**config.mk**
```make
export PLATFORM = sky130hd
export DESIGN_NAME = mem_loader
export DESIGN_NICKNAME = d
export VERILOG_FILES = /design/src/rtl/mem_loader.sv
export SDC_FILE = /design/constraint.sdc
export NUM_CORES = 1
export LEC_CHECK = 0
export ABC_AREA = 1
export CORE_MARGIN = 2
export CORE_UTILIZATION = 41
export CTS_BUF_LIST = sky130_fd_sc_hd__clkbuf_8
export DETAILED_ROUTE_END_ITERATION = 12
export GPL_TIMING_DRIVEN = 1
export PLACE_DENSITY = 0.67
export SYNTH_ARGS = -nofsm -noshare
export SYNTH_HDL_FRONTEND = slang
export SYNTH_SLANG_ARGS = --single-unit
export TNS_END_PERCENT = 10
```
**constraint.sdc**
```tcl
create_clock -name clk -period 2.35 [get_ports clk]
set_clock_uncertainty 0.15 [all_clocks]
set_input_delay 0.47 -clock clk [delete_from_list [all_inputs] [get_ports clk]]
set_output_delay 0.47 -clock clk [all_outputs]
set_load 0.005 [all_outputs]
```
**src/rtl/mem_loader.sv**
```systemverilog
// Byte-stream memory loader: parses command/address/payload records into
// instruction or data word-pair outputs and holds the core in reset while loading.
module mem_loader #(
  parameter int         ADDR_W   = 9,
  parameter logic [7:0] CMD_INST = 8'h01,
  parameter logic [7:0] CMD_DATA = 8'h02,
  parameter logic [7:0] CMD_RUN  = 8'h03,
  parameter logic [7:0] CMD_HALT = 8'h04
) (
  input  logic              clk,
  input  logic              reset,
  input  logic              in_valid,
  input  logic [7:0]        in_data,
  output logic              in_ready,
  output logic              enable_load_ex_mem,
  output logic              core_reset,
  output logic [ADDR_W-1:0] InstExMemAddress,
  output logic [31:0]       InstExMemData1,
  output logic [31:0]       InstExMemData2,
  output logic [ADDR_W-1:0] DataExMemAddress,
  output logic [31:0]       DataExMemData1,
  output logic [31:0]       DataExMemData2,
  output logic [15:0]       rec_count,
  output logic              err
);

  typedef enum logic [2:0] {IDLE, ADDR_HI, ADDR_LO, PAYLOAD, COMMIT, RUN} state_t;

  state_t      state, state_n;
  logic        accept;
  logic        err_set;
  logic        tgt_data;
  logic        addr_hi;
  logic [7:0]  addr_lo;
  logic [2:0]  cnt;
  logic [63:0] pay;

  assign in_ready = (state != COMMIT);
  assign accept   = in_valid & in_ready;

  always_comb begin
    state_n = state;
    err_set = 1'b0;
    case (state)
      IDLE: if (accept) begin
        if (in_data == CMD_INST || in_data == CMD_DATA) state_n = ADDR_HI;
        else if (in_data == CMD_RUN)                    state_n = RUN;
        else if (in_data != CMD_HALT)                   err_set = 1'b1;
      end
      ADDR_HI: if (accept) begin
        if (in_data[7:1] != 7'd0) begin
          state_n = IDLE;
          err_set = 1'b1;
        end else begin
          state_n = ADDR_LO;
        end
      end
      ADDR_LO: if (accept) state_n = PAYLOAD;
      PAYLOAD: if (accept && cnt == 3'd7) state_n = COMMIT;
      COMMIT:  state_n = IDLE;
      RUN:     if (accept && in_data == CMD_HALT) state_n = IDLE;
      default: state_n = IDLE;
    endcase
  end

  always_ff @(posedge clk or negedge reset) begin
    if (!reset) begin
      state              <= IDLE;
      enable_load_ex_mem <= 1'b1;
      core_reset         <= 1'b1;
      err                <= 1'b0;
      tgt_data           <= 1'b0;
      addr_hi            <= 1'b0;
      addr_lo            <= '0;
      cnt                <= '0;
      pay                <= '0;
      rec_count          <= '0;
      InstExMemAddress   <= '0;
      InstExMemData1     <= '0;
      InstExMemData2     <= '0;
      DataExMemAddress   <= '0;
      DataExMemData1     <= '0;
      DataExMemData2     <= '0;
    end else begin
      state <= state_n;
      // Registered from next state so both flip on the edge entering/leaving RUN.
      enable_load_ex_mem <= (state_n != RUN);
      core_reset         <= (state_n != RUN);
      if (err_set) err <= 1'b1;

      if (accept) begin
        case (state)
          IDLE:    if (in_data == CMD_INST || in_data == CMD_DATA) tgt_data <= (in_data == CMD_DATA);
          ADDR_HI: addr_hi <= in_data[0];
          ADDR_LO: begin
            addr_lo <= in_data;
            cnt     <= '0;
          end
          PAYLOAD: begin
            pay[{cnt, 3'b000} +: 8] <= in_data;
            cnt                     <= cnt + 3'd1;
          end
          default: ;
        endcase
      end

      if (state == COMMIT) begin
        if (tgt_data) begin
          DataExMemAddress <= ADDR_W'({addr_hi, addr_lo});
          DataExMemData1   <= pay[31:0];
          DataExMemData2   <= pay[63:32];
        end else begin
          InstExMemAddress <= ADDR_W'({addr_hi, addr_lo});
          InstExMemData1   <= pay[31:0];
          InstExMemData2   <= pay[63:32];
        end
        if (rec_count != 16'hFFFF) rec_count <= rec_count + 16'd1;
      end
    end
  end

endmodule

```
==> out/metrics.yaml <==
sta:
  drv_slew: 0
  fin_ws_ns: 0.0843
  worst_pin_slew_ns: 0.783
  rsz0062_at_grt: "yes"
  slew_headroom_pct: 47.8
  fmax_mhz: 441
  timing.final.hold_violations: 0
  post-route-period-util_pct: 96.4
  fin_crit_ns: 2.27
  tns_ns: 0
  setup_viol: 0
layout:
  final_cells: 1593
  area_delta_synth_final_pct: 31.1
  layout-drive-gt1-share_pct: 10.1
  fin_nets: 1255
  n_antenna_cell: 0
critical_path:
  crit_buf_inv: 1
  arrival_ns: 1.65
  path_cells: "nor2_2 -> nand2_2 -> clkdlybuf4s50_1"
  worst_setup_path_start_kind: "flop"
  crit_family: "buffers and inverters"
  crit_path_end_kind: "primary output"
  cp_slowest_cell: "clkdlybuf4s50_1"
  worstPathMaxFanout: 3
  worstSetupPathType: "flop to primary output"
  max_stage_delay_ns: 0.45
  cp.required_ns: 1.73
placement:
  pre_cts_slack_ns: 0.0533
  dp_cells: 1515
  port_buffers: 176
  place_hpwl_um: 16500
  gp_congestion: 0.863
pwr:
  peakVddDrop_mv: 0.513
  switchingPower_mw: 3.33
  combPwrFrac_pct: 20.8
  p_per_area_nw_per_um2: 908
  p_sw_share_pct: 28.1
  power.total_mw: 11.9
  clkPwrFrac_pct: 36.3
  internal-power_mw: 8.53
  seqPwrFrac_pct: 42.9
  leakage_nw: 6.19
routing:
  drc: 0
  dr_wl_met3_um: 1290
  postRouteAntennaNets: 0
  wl_met1_um: 11400
  vias: 7730
  first_iter_violations: 609
  top_layer_used: "met4"
  wl_per_cell_um: 15.5
  avgViaCountPerCell: 4.85
  firstDrtPassIters: 5
  wirelength_um: 24600
  dr_wl_met2_um: 11200
flow_run:
  cap_violations: 0
floorplan:
  initial_utilization_pct: 41.4
  die_w_um: 160
  dieArea_um2: 25600
  core_region_area_um2: 24100
  rows: 57
  ios: 177
  die_h_um: 160
logic_synthesis:
  synth_edf_count: 0
  ys.flop_type: "dfrtp_1"
  synth.net_count: 1066
  syn_avg_cell_area_um2: 9.52
  yosysWarnings: 0
  ys_async_sr_fraction_pct: 100
  yosysSeqAreaShare_pct: 61.2
  synthCells: 1048
  synth_cell_type_count: 37
  synth-seq-cells: 244
  synth_commonest_cells: "nand2_1, dfrtp_1, o21ai_0, inv_1, nor2_1"
  synth_top_area_cell: "dfrtp_1"
  synthesis.area_um2: 9970
  synthTopCellsByArea: "dfrtp_1, nand2_1, o21ai_0, inv_1, o21ai_1"
  synth_top_area_share_pct: 61.0
  yosysMostFrequentCell: "nand2_1"
clock_network:
  clock_path_buffers: 3
  numCtsBuffers: 41
  cts_tree: "yes"
  clock_sinks: 244
  path_clk_slew_ns: 0.06
  cts_htree_levels: 2
  clkLatencyLatePin_ns: 0.56
  clock-root-buffer: "clkbuf_8"
grt:
  antenna_found_initial: 0
  overflow: 0
  grtUsageTotal_pct: 19.5
  grt_pass1_vias: 7525
  grt_max_degree: 147
  grt_pass1_wl_um: 40300
status:
  outcome: "complete, no violations"
min_path:
  hold_path.class: "input port to async pin"
## cells in the final DEF, fill, tap and decap left out, types with 5 or more instances in the layout
master,synthesis,final
o21ai_1,50,50
ha_1,7,7
xor2_1,7,7
nor2_8,5,5
a21oi_1,13,13
nand3_1,29,29
o21ai_2,11,11
buf_4,3,13
dfrtp_1,243,241
inv_1,99,110
buf_12,0,6
nor3_1,19,19
clkbuf_8,0,51
a21oi_2,6,6
xnor2_1,6,6
nand2_1,272,270
o21ai_0,150,150
bufinv_16,0,5
nor2_1,53,53
clkdlybuf4s50_1,0,175
## power groups by stage
stage / logic (mW) / clock network (mW) / registers, mW
final: 2.47 / 4.31 / 5.09
after global routing: 2.75 / 4.60 / 5.15
after CTS: 2.50 / 4.41 / 5.09
after detailed placement: 2.49 / 0 / 5.16
after global placement: 2.43 / 0 / 5.14
after floorplan: 1.05 / 0 / 5.13
## state kept, by name, summed over array words and instances, names as in the netlist, 8 cells and up
signal and count:
pay 64, DataExMemData1 32, DataExMemData2 32, InstExMemData1 32, InstExMemData2 32, rec_count 16
DataExMemAddress 9, InstExMemAddress 9, addr_lo 8
## cells by family (layout without fill, tap and decap cells)
kind of cell               count (synthesis)  count (layout)  synth area share, %
AOI/OAI and AO/OA                        235             235                 12.5
xor gates and xnor gates                  13              13                 1.14
adders and majority gates                  7               7                0.878
buffers and inverters                    153             374                 6.75
DFF                                      244             244                 61.2
and+or+nand+nor                          396             396                 17.5
## layout make-up
cell class | count | area [µm²]
well taps | 324 | 405
clock inverters | 24 | 249
fillers | 2242 | 11000
flip-flops and latches | 244 | 6110
clock buffers | 51 | 702
multi-input cells | 651 | 3220
inverters | 103 | 394
repair buffers | 196 | 1990
## path summary, 6_finish.rpt
path	from	to	slack (ns)	depth (start not counted)
setup reg to reg	cnt[1]	pay[45]	0.09	9
max in group asynchronous	reset	state[0]	1.09	3
hold / removal	reset	DataExMemData2[28]	0.27	2
hold reg to reg	err	err	0.31	1
min in group clk	err	err	0.31	1
setup / recovery	state[0]	in_ready	0.08	3
## through the flow
step	utilization [%]	hold slack, ns	area (µm²)
6_report	54.2	0.270	13100
5_1_grt	54.2	0.301	13100
4_1_cts	54.2	0.261	13100
3_5_place_dp	50.1	0.259	12100
3_3_place_gp	50.1	0.266	12100
2_1_floorplan	-	0.0244	9980
## layer usage
layer	vias to the layer above	GRT usage, %
li1	3743	-
met1	3715	27.6
met2	224	29.6
met3	48	3.87
met4	0	7.70
met5	-	0
## timing repair
item	in CTS	in global routing
cloned	0	0
setup buffers	2	0
resized for setup	2	3
pin swaps	0	1
endpoints found under the hold margin	46	0
hold buffers	1	0
endpoints found under the setup margin	1	17
Note: power is estimated with default switching activity, not from simulation.
